==> src/rtl/demux_1_to_n_request_engine_if.sv <==
// Bundle of the request demux handshake signals: upstream pull side, per-port
// FWFT drain side and status. The slave modport is the demux, the master its environment.
interface demux_1_to_n_request_engine_if #(
  parameter int NUM_ENGINE_RECEIVER = 4,
  parameter int ID_WIDTH            = 4,
  parameter int PAYLOAD_WIDTH       = 64
);
  logic                                         request_in_valid;
  logic [ID_WIDTH-1:0]                          request_in_id;
  logic [PAYLOAD_WIDTH-1:0]                     request_in_payload;
  logic                                         fifo_request_rd_en_out;
  logic [NUM_ENGINE_RECEIVER-1:0]               request_out_valid;
  logic [NUM_ENGINE_RECEIVER*PAYLOAD_WIDTH-1:0] request_out_payload;
  logic [NUM_ENGINE_RECEIVER-1:0]               request_out_ready;
  logic [NUM_ENGINE_RECEIVER-1:0]               port_prog_full;
  logic [15:0]                                  drop_count;
  logic                                         fifo_setup_signal;

  modport master (
    output request_in_valid, request_in_id, request_in_payload, request_out_ready,
    input  fifo_request_rd_en_out, request_out_valid, request_out_payload,
           port_prog_full, drop_count, fifo_setup_signal
  );

  modport slave (
    input  request_in_valid, request_in_id, request_in_payload, request_out_ready,
    output fifo_request_rd_en_out, request_out_valid, request_out_payload,
           port_prog_full, drop_count, fifo_setup_signal
  );
endinterface

==> src/rtl/demux_1_to_n_request_engine.sv <==
// Steers packets pulled from the arbiter FIFO into per-destination FWFT buffers,
// throttling the upstream pull on prog-full and counting dropped packets.
module demux_1_to_n_request_engine #(
  parameter int NUM_ENGINE_RECEIVER = 4,
  parameter int ID_WIDTH            = 4,
  parameter int PAYLOAD_WIDTH       = 64,
  parameter int FIFO_DEPTH          = 16,
  parameter int PROG_THRESH         = FIFO_DEPTH - 6,
  parameter int INIT_CYCLES         = 4
) (
  input logic                          ap_clk,
  input logic                          areset,
  demux_1_to_n_request_engine_if.slave bus
);
  localparam int PTR_W  = $clog2(FIFO_DEPTH);
  localparam int CNT_W  = PTR_W + 1;
  localparam int INIT_W = (INIT_CYCLES > 1) ? $clog2(INIT_CYCLES + 1) : 1;

  logic [INIT_W-1:0]        init_cnt;
  logic                     setup_q;
  logic                     in_valid_q;
  logic [ID_WIDTH-1:0]      in_id_q;
  logic [PAYLOAD_WIDTH-1:0] in_payload_q;

  logic [PAYLOAD_WIDTH-1:0] mem [NUM_ENGINE_RECEIVER][FIFO_DEPTH];
  logic [CNT_W-1:0]         count  [NUM_ENGINE_RECEIVER];
  logic [PTR_W-1:0]         wr_ptr [NUM_ENGINE_RECEIVER];
  logic [PTR_W-1:0]         rd_ptr [NUM_ENGINE_RECEIVER];

  logic [NUM_ENGINE_RECEIVER-1:0]               pop;
  logic [NUM_ENGINE_RECEIVER-1:0]               wr_hit;
  logic [NUM_ENGINE_RECEIVER-1:0]               prog_full_q;
  logic [NUM_ENGINE_RECEIVER-1:0]               out_valid;
  logic [NUM_ENGINE_RECEIVER*PAYLOAD_WIDTH-1:0] out_payload;
  logic                                         drop;
  logic                                         rd_en_q;
  logic [15:0]                                  drop_count_q;

  // Init window: setup stays high until INIT_CYCLES clean cycles have elapsed.
  always_ff @(posedge ap_clk) begin
    if (areset) begin
      init_cnt <= '0;
      setup_q  <= 1'b1;
    end else if (setup_q) begin
      init_cnt <= init_cnt + 1'b1;
      if (init_cnt == INIT_W'(INIT_CYCLES - 1)) setup_q <= 1'b0;
    end
  end

  always_ff @(posedge ap_clk) begin
    if (areset) in_valid_q <= 1'b0;
    else        in_valid_q <= bus.request_in_valid && !setup_q;
  end

  always_ff @(posedge ap_clk) begin
    in_id_q      <= bus.request_in_id;
    in_payload_q <= bus.request_in_payload;
  end

  // A full port still accepts a write when it is popping in the same cycle;
  // anything that matches no accepting port (bad id or full) is a drop.
  always_comb begin
    pop         = '0;
    wr_hit      = '0;
    out_valid   = '0;
    out_payload = '0;
    for (int i = 0; i < NUM_ENGINE_RECEIVER; i++) begin
      out_valid[i] = (count[i] != '0);
      pop[i]       = out_valid[i] && bus.request_out_ready[i];
      wr_hit[i]    = in_valid_q && (in_id_q == ID_WIDTH'(i)) &&
                     ((count[i] != CNT_W'(FIFO_DEPTH)) || pop[i]);
      if (out_valid[i])
        out_payload[i*PAYLOAD_WIDTH +: PAYLOAD_WIDTH] = mem[i][rd_ptr[i]];
    end
    drop = in_valid_q && (wr_hit == '0);
  end

  always_ff @(posedge ap_clk) begin
    if (areset) begin
      for (int i = 0; i < NUM_ENGINE_RECEIVER; i++) begin
        count[i]       <= '0;
        wr_ptr[i]      <= '0;
        rd_ptr[i]      <= '0;
        prog_full_q[i] <= 1'b0;
      end
    end else begin
      for (int i = 0; i < NUM_ENGINE_RECEIVER; i++) begin
        if (wr_hit[i]) wr_ptr[i] <= wr_ptr[i] + 1'b1;
        if (pop[i])    rd_ptr[i] <= rd_ptr[i] + 1'b1;
        if (wr_hit[i] && !pop[i])      count[i] <= count[i] + 1'b1;
        else if (pop[i] && !wr_hit[i]) count[i] <= count[i] - 1'b1;
        prog_full_q[i] <= (count[i] >= CNT_W'(PROG_THRESH));
      end
    end
  end

  always_ff @(posedge ap_clk) begin
    for (int i = 0; i < NUM_ENGINE_RECEIVER; i++)
      if (wr_hit[i]) mem[i][wr_ptr[i]] <= in_payload_q;
  end

  always_ff @(posedge ap_clk) begin
    if (areset) begin
      rd_en_q      <= 1'b0;
      drop_count_q <= '0;
    end else begin
      rd_en_q <= !setup_q && (prog_full_q == '0);
      if (drop && (drop_count_q != 16'hFFFF)) drop_count_q <= drop_count_q + 1'b1;
    end
  end

  assign bus.fifo_request_rd_en_out = rd_en_q;
  assign bus.request_out_valid      = out_valid;
  assign bus.request_out_payload    = out_payload;
  assign bus.port_prog_full         = prog_full_q;
  assign bus.drop_count             = drop_count_q;
  assign bus.fifo_setup_signal      = setup_q;
endmodule

==> src/flat_wrapper.sv <==
// flat-port wrapper written by rule: the top's interface ports become plain ports
module demux_1_to_n_request_engine_flat 
#(
  parameter int NUM_ENGINE_RECEIVER = 4,
  parameter int ID_WIDTH            = 4,
  parameter int PAYLOAD_WIDTH       = 64,
  parameter int FIFO_DEPTH          = 16,
  parameter int PROG_THRESH         = FIFO_DEPTH - 6,
  parameter int INIT_CYCLES         = 4
)
  (ap_clk, areset, bus_request_in_valid, bus_request_in_id, bus_request_in_payload, bus_request_out_ready, bus_fifo_request_rd_en_out, bus_request_out_valid, bus_request_out_payload, bus_port_prog_full, bus_drop_count, bus_fifo_setup_signal);
  demux_1_to_n_request_engine_if #(.NUM_ENGINE_RECEIVER(NUM_ENGINE_RECEIVER), .ID_WIDTH(ID_WIDTH), .PAYLOAD_WIDTH(PAYLOAD_WIDTH)) bus_i ();
  input logic ap_clk;
  input logic areset;
  input wire logic [$bits(bus_i.request_in_valid)-1:0] bus_request_in_valid;
  input wire logic [$bits(bus_i.request_in_id)-1:0] bus_request_in_id;
  input wire logic [$bits(bus_i.request_in_payload)-1:0] bus_request_in_payload;
  input wire logic [$bits(bus_i.request_out_ready)-1:0] bus_request_out_ready;
  output wire logic [$bits(bus_i.fifo_request_rd_en_out)-1:0] bus_fifo_request_rd_en_out;
  output wire logic [$bits(bus_i.request_out_valid)-1:0] bus_request_out_valid;
  output wire logic [$bits(bus_i.request_out_payload)-1:0] bus_request_out_payload;
  output wire logic [$bits(bus_i.port_prog_full)-1:0] bus_port_prog_full;
  output wire logic [$bits(bus_i.drop_count)-1:0] bus_drop_count;
  output wire logic [$bits(bus_i.fifo_setup_signal)-1:0] bus_fifo_setup_signal;
  assign bus_i.request_in_valid = bus_request_in_valid;
  assign bus_i.request_in_id = bus_request_in_id;
  assign bus_i.request_in_payload = bus_request_in_payload;
  assign bus_i.request_out_ready = bus_request_out_ready;
  assign bus_fifo_request_rd_en_out = bus_i.fifo_request_rd_en_out;
  assign bus_request_out_valid = bus_i.request_out_valid;
  assign bus_request_out_payload = bus_i.request_out_payload;
  assign bus_port_prog_full = bus_i.port_prog_full;
  assign bus_drop_count = bus_i.drop_count;
  assign bus_fifo_setup_signal = bus_i.fifo_setup_signal;
  demux_1_to_n_request_engine #(.NUM_ENGINE_RECEIVER(NUM_ENGINE_RECEIVER), .ID_WIDTH(ID_WIDTH), .PAYLOAD_WIDTH(PAYLOAD_WIDTH), .FIFO_DEPTH(FIFO_DEPTH), .PROG_THRESH(PROG_THRESH), .INIT_CYCLES(INIT_CYCLES)) u_core (.ap_clk(ap_clk), .areset(areset), .bus(bus_i));
endmodule
==> config.mk <==
export PLATFORM = sky130hd
export DESIGN_NAME = demux_1_to_n_request_engine_flat
export DESIGN_NICKNAME = d
export VERILOG_FILES = /design/src/rtl/demux_1_to_n_request_engine_if.sv /design/src/rtl/demux_1_to_n_request_engine.sv /design/src/flat_wrapper.sv
export SDC_FILE = /design/constraint.sdc
export NUM_CORES = 2
export LEC_CHECK = 0
export BUFFER_PORTS_ARGS = -buffer_cell sky130_fd_sc_hd__buf_2
export CELL_PAD_IN_SITES_DETAIL_PLACEMENT = 1
export CELL_PAD_IN_SITES_GLOBAL_PLACEMENT = 1
export CORE_UTILIZATION = 56
export CTS_CLUSTER_DIAMETER = 120
export DETAILED_ROUTE_END_ITERATION = 16
export PLACE_DENSITY_LB_ADDON = 0.08
export SETUP_SLACK_MARGIN = 0.5
export SKIP_CTS_REPAIR_TIMING = 1
export SYNTH_ARGS = -nofsm -noshare
export SYNTH_HDL_FRONTEND = slang
export SYNTH_MEMORY_MAX_BITS = 65536
export SYNTH_SLANG_ARGS = --single-unit
==> constraint.sdc <==
create_clock -name ap_clk -period 7.27 [get_ports ap_clk]
set_input_delay 0.727 -clock ap_clk [delete_from_list [all_inputs] [get_ports ap_clk]]
set_output_delay 0.727 -clock ap_clk [all_outputs]
set_load 0.01 [all_outputs]
==> run metrics <==
nets=~7400; synthesized area=roughly 160000 um2; core area=286000 um2; worst setup path start=u_core.rd_ptr[2][0]$_SDFFCE_PN0P_; Synth Register Bits=4242; WP buf/inv=2; ys async rst share=0%; met2 GRT Util=a little under half; yosys warns=0; Final Skew=about 0.035 ns; sequential area share after synthesis=between 70% and 80%; Startpoint Class=flop; CTS buffer count=about 420; grt ovf=0; detailed-route wire length=412 mm; delay of the slowest critical-path stage=0.89 ns; Top FF cell, synth=edfxtp_1; Crit Reg-Reg Startpoint=u_core.in_valid_q$_SDFF_PP0_; vias in the first global route=78465; global-route wire length before repair=slightly below 600 mm; Critical Path RT=6.54 ns; WL/cell=roughly 36 um; IO buf count=~360; worst vdd ir=slightly above 0.2 mV; DRC=0; worst-margin pin slew=between 1 and 1.5 ns; die height=538 um; IO Pins=about 360; Root Buffer=clkbuf_16; CP endpoint kind=output pin; Rows=slightly below 200; Setup Total Neg Slack=0 ns; full die area=between 200000 and 300000 um2; crit-path cells=buf_12, mux4_2, mux4_2, and2_1, buf_2; Syn Inst Count=approximately 6600; Achievable Freq=201 MHz; Clock Path Buffers=4; worst hold slack=0.0246 ns; CTS tree=done; clock-pin slew on the worst setup and hold paths=~0.060 ns; final hold viol count=0; P_leak=roughly 57 nW; placed instance area=around 170000 um2; Avg Cell Area, Syn=around 25 um2; met1 Use GR=40.9%; Post-Syn Nets=approximately 6700; gr busiest metal=met2; Worst Hold Class=in2reg; CP top delay family=multiplexers; met3 usage=approximately 3.5%; via count=74910; CP dominant cell by count=mux4_2; iteration-0 DRC count of the detailed router=8702; RSZ-0062 raised after global routing=false; number of flops mapped to enable cells by yosys=4148; final worst path period need=between 4 and 5 ns; # clock sinks=between 4000 and 5000; WS Path Type=reg2out; Clock Latency Late Sink=between 0.9 and 1 ns; die width=about 540 um; Power Dens Cells=between 200 and 300 nW/um2; Yosys cell types=61; Initial Util=56.4%; first-pass iteration count of the detailed router=5; pin count of the biggest net entering global routing=around 140; layout cells sized above 1=33.9%; fin. max-slew vios=0; drt via density=around 6.6; crit path DAT=roughly 4.2 ns; Finished Cell Area=between 150000 and 200000 um2; Final setup viols=0; Final period util=about 68%; gpl congestion=0.764; max-cap check violation count=0; HP Start=bus_request_in_id[1]; Crit-path slowest cell=edfxtp_1; antenna-violating nets left=0; outcome=finished, final reports clean; H-Tree Depth=5; area grow syn2layout=13.5%; maximum fanout along the worst path=between 100 and 150; detailed placement HPWL=215 mm; overall routing resource usage=about 29%; relative slew slack=a little under a tenth; initial antenna violation count=50
synthesized netlist by cell type, drive strengths merged, types with 3 or more instances:
| cell type | count | area, um2 |
|---|---|---|
| nor3 | 30 | 155 |
| inv | 32 | 120 |
| clkbuf | 205 | 769 |
| mux4 | 1280 | 28800 |
| buf | 134 | 579 |
| a21oi | 17 | 85.1 |
| a21o | 9 | 67.6 |
| ha | 36 | 450 |
| fa | 3 | 60.1 |
| nor2 | 91 | 342 |
| dfxtp | 94 | 1880 |
| o21a | 3 | 22.5 |
| or4 | 5 | 45.0 |
| nor4 | 13 | 81.3 |
| xor2 | 12 | 105 |
| mux2 | 10 | 113 |
| nand4 | 8 | 50.1 |
| o31a | 3 | 26.3 |
| nor2b | 9 | 56.3 |
| nand3 | 19 | 95.1 |
| edfxtp | 4148 | 125000 |
| o211ai | 6 | 58.8 |
| a211oi | 3 | 22.5 |
| and2 | 271 | 1700 |
| and3 | 13 | 81.3 |
| o311ai | 3 | 68.8 |
| nand2b | 8 | 50.1 |
| xnor2 | 16 | 140 |
| o21ai | 12 | 63.8 |
| nand2 | 43 | 161 |
layer usage:
metal | wire, um | vias to the layer above | share of wire, %
met2 | 206000 | 3512 | 50
li1 | - | 29603 | -
met5 | 27 | - | 0.0065
met4 | 11700 | 4 | 2.8
met1 | 163000 | 41244 | 40
met3 | 31400 | 547 | 7.6
area by class of cell:
type / count / area, um2
clock buffers: 543 / 11400
multi-input cells: 1952 / 33600
clock inverters: 236 / 2230
flip-flops and latches: 4242 / 127000
repair buffers: 621 / 4210
well taps: 3762 / 4710
diodes: 12 / 30.0
fillers: 22055 / 103000
inverters: 32 / 120
cell usage in the layout (no fill, tap or decap), types with 16 or more instances in the layout:
| cell type | n |
|---|---|
| clkinv_2 | 82 |
| nor2_4 | 36 |
| dlygate4sd3_1 | 67 |
| inv_1 | 31 |
| buf_4 | 177 |
| nor3_1 | 17 |
| edfxtp_1 | 4148 |
| buf_12 | 20 |
| dfxtp_2 | 64 |
| nand2_1 | 41 |
| clkinv_1 | 86 |
| and2_1 | 259 |
| ha_1 | 36 |
| buf_2 | 356 |
| dfxtp_1 | 30 |
| nor2_1 | 55 |
| clkbuf_16 | 436 |
| bufinv_16 | 40 |
| nand3_1 | 19 |
| xnor2_1 | 16 |
| clkbuf_1 | 96 |
| a21oi_1 | 17 |
| mux4_2 | 1280 |
sequential cells by signal, indices dropped and copies added, names as in the netlist:
| register | flops |
|---|---|
| u_core.rd_ptr | 16 |
| u_core.bus.drop_count | 16 |
| u_core.wr_ptr | 16 |
| u_core.in_payload_q | 64 |
| u_core.in_id_q | 4 |
| u_core.in_valid_q | 1 |
| u_core.mem | 4096 |
| u_core.init_cnt | 3 |
| u_core.bus.fifo_setup_signal | 1 |
| u_core.count | 20 |
| u_core.bus.port_prog_full | 4 |
| u_core.bus.fifo_request_rd_en_out | 1 |
kinds of logic (layout without fill, tap and decap cells):
logic type      Yosys count  after routing  synth area share, %
compound gates           72             72                0.348
xor+xnor                 29             29                0.166
fa+ha+maj                39             39                0.317
buf+inv                 371           1432                0.912
flops                  4242           4242                 78.5
mux                    1292           1292                 18.0
other cells               0             12                    0
simple gates            520            520                 1.80
metrics by stage:
| stage | std cells | worst slack, ns | power (mW) | util [%] |
|---|---|---|---|---|
| after floorplan | 6565 | 0.565 | 30.4 | - |
| after global placement | 10540 | 2.79 | 32.0 | 59.0 |
| after detailed placement | 10541 | 2.76 | 32.1 | 59.0 |
| after CTS | 11320 | 2.15 | 53.5 | 63.7 |
| after global routing | 11393 | 2.01 | 54.5 | 64.0 |
| final | 11400 | 2.30 | 53.1 | 64.0 |
power breakdown:
group | switching [mW] | internal, mW
Clock | 9.13 | 12.5
Sequential | 0.112 | 26.9
Combinational | 2.49 | 2.02
Total | 11.7 | 41.4
final timing paths:
path | end | slack [ns] | cells after the start
worst max-delay path | bus_request_out_payload[145] | 2.30 | 5
worst min-delay path | u_core.in_id_q[1]$_DFF_P_ | 0.02 | 1
worst max register to register | u_core.mem[0][434]$_DFFE_PP_ | 2.68 | 5
worst min register to register | u_core.init_cnt[2]$_SDFFE_PP0P_ | 0.49 | 2
Note: power is estimated with default switching activity, not from simulation.
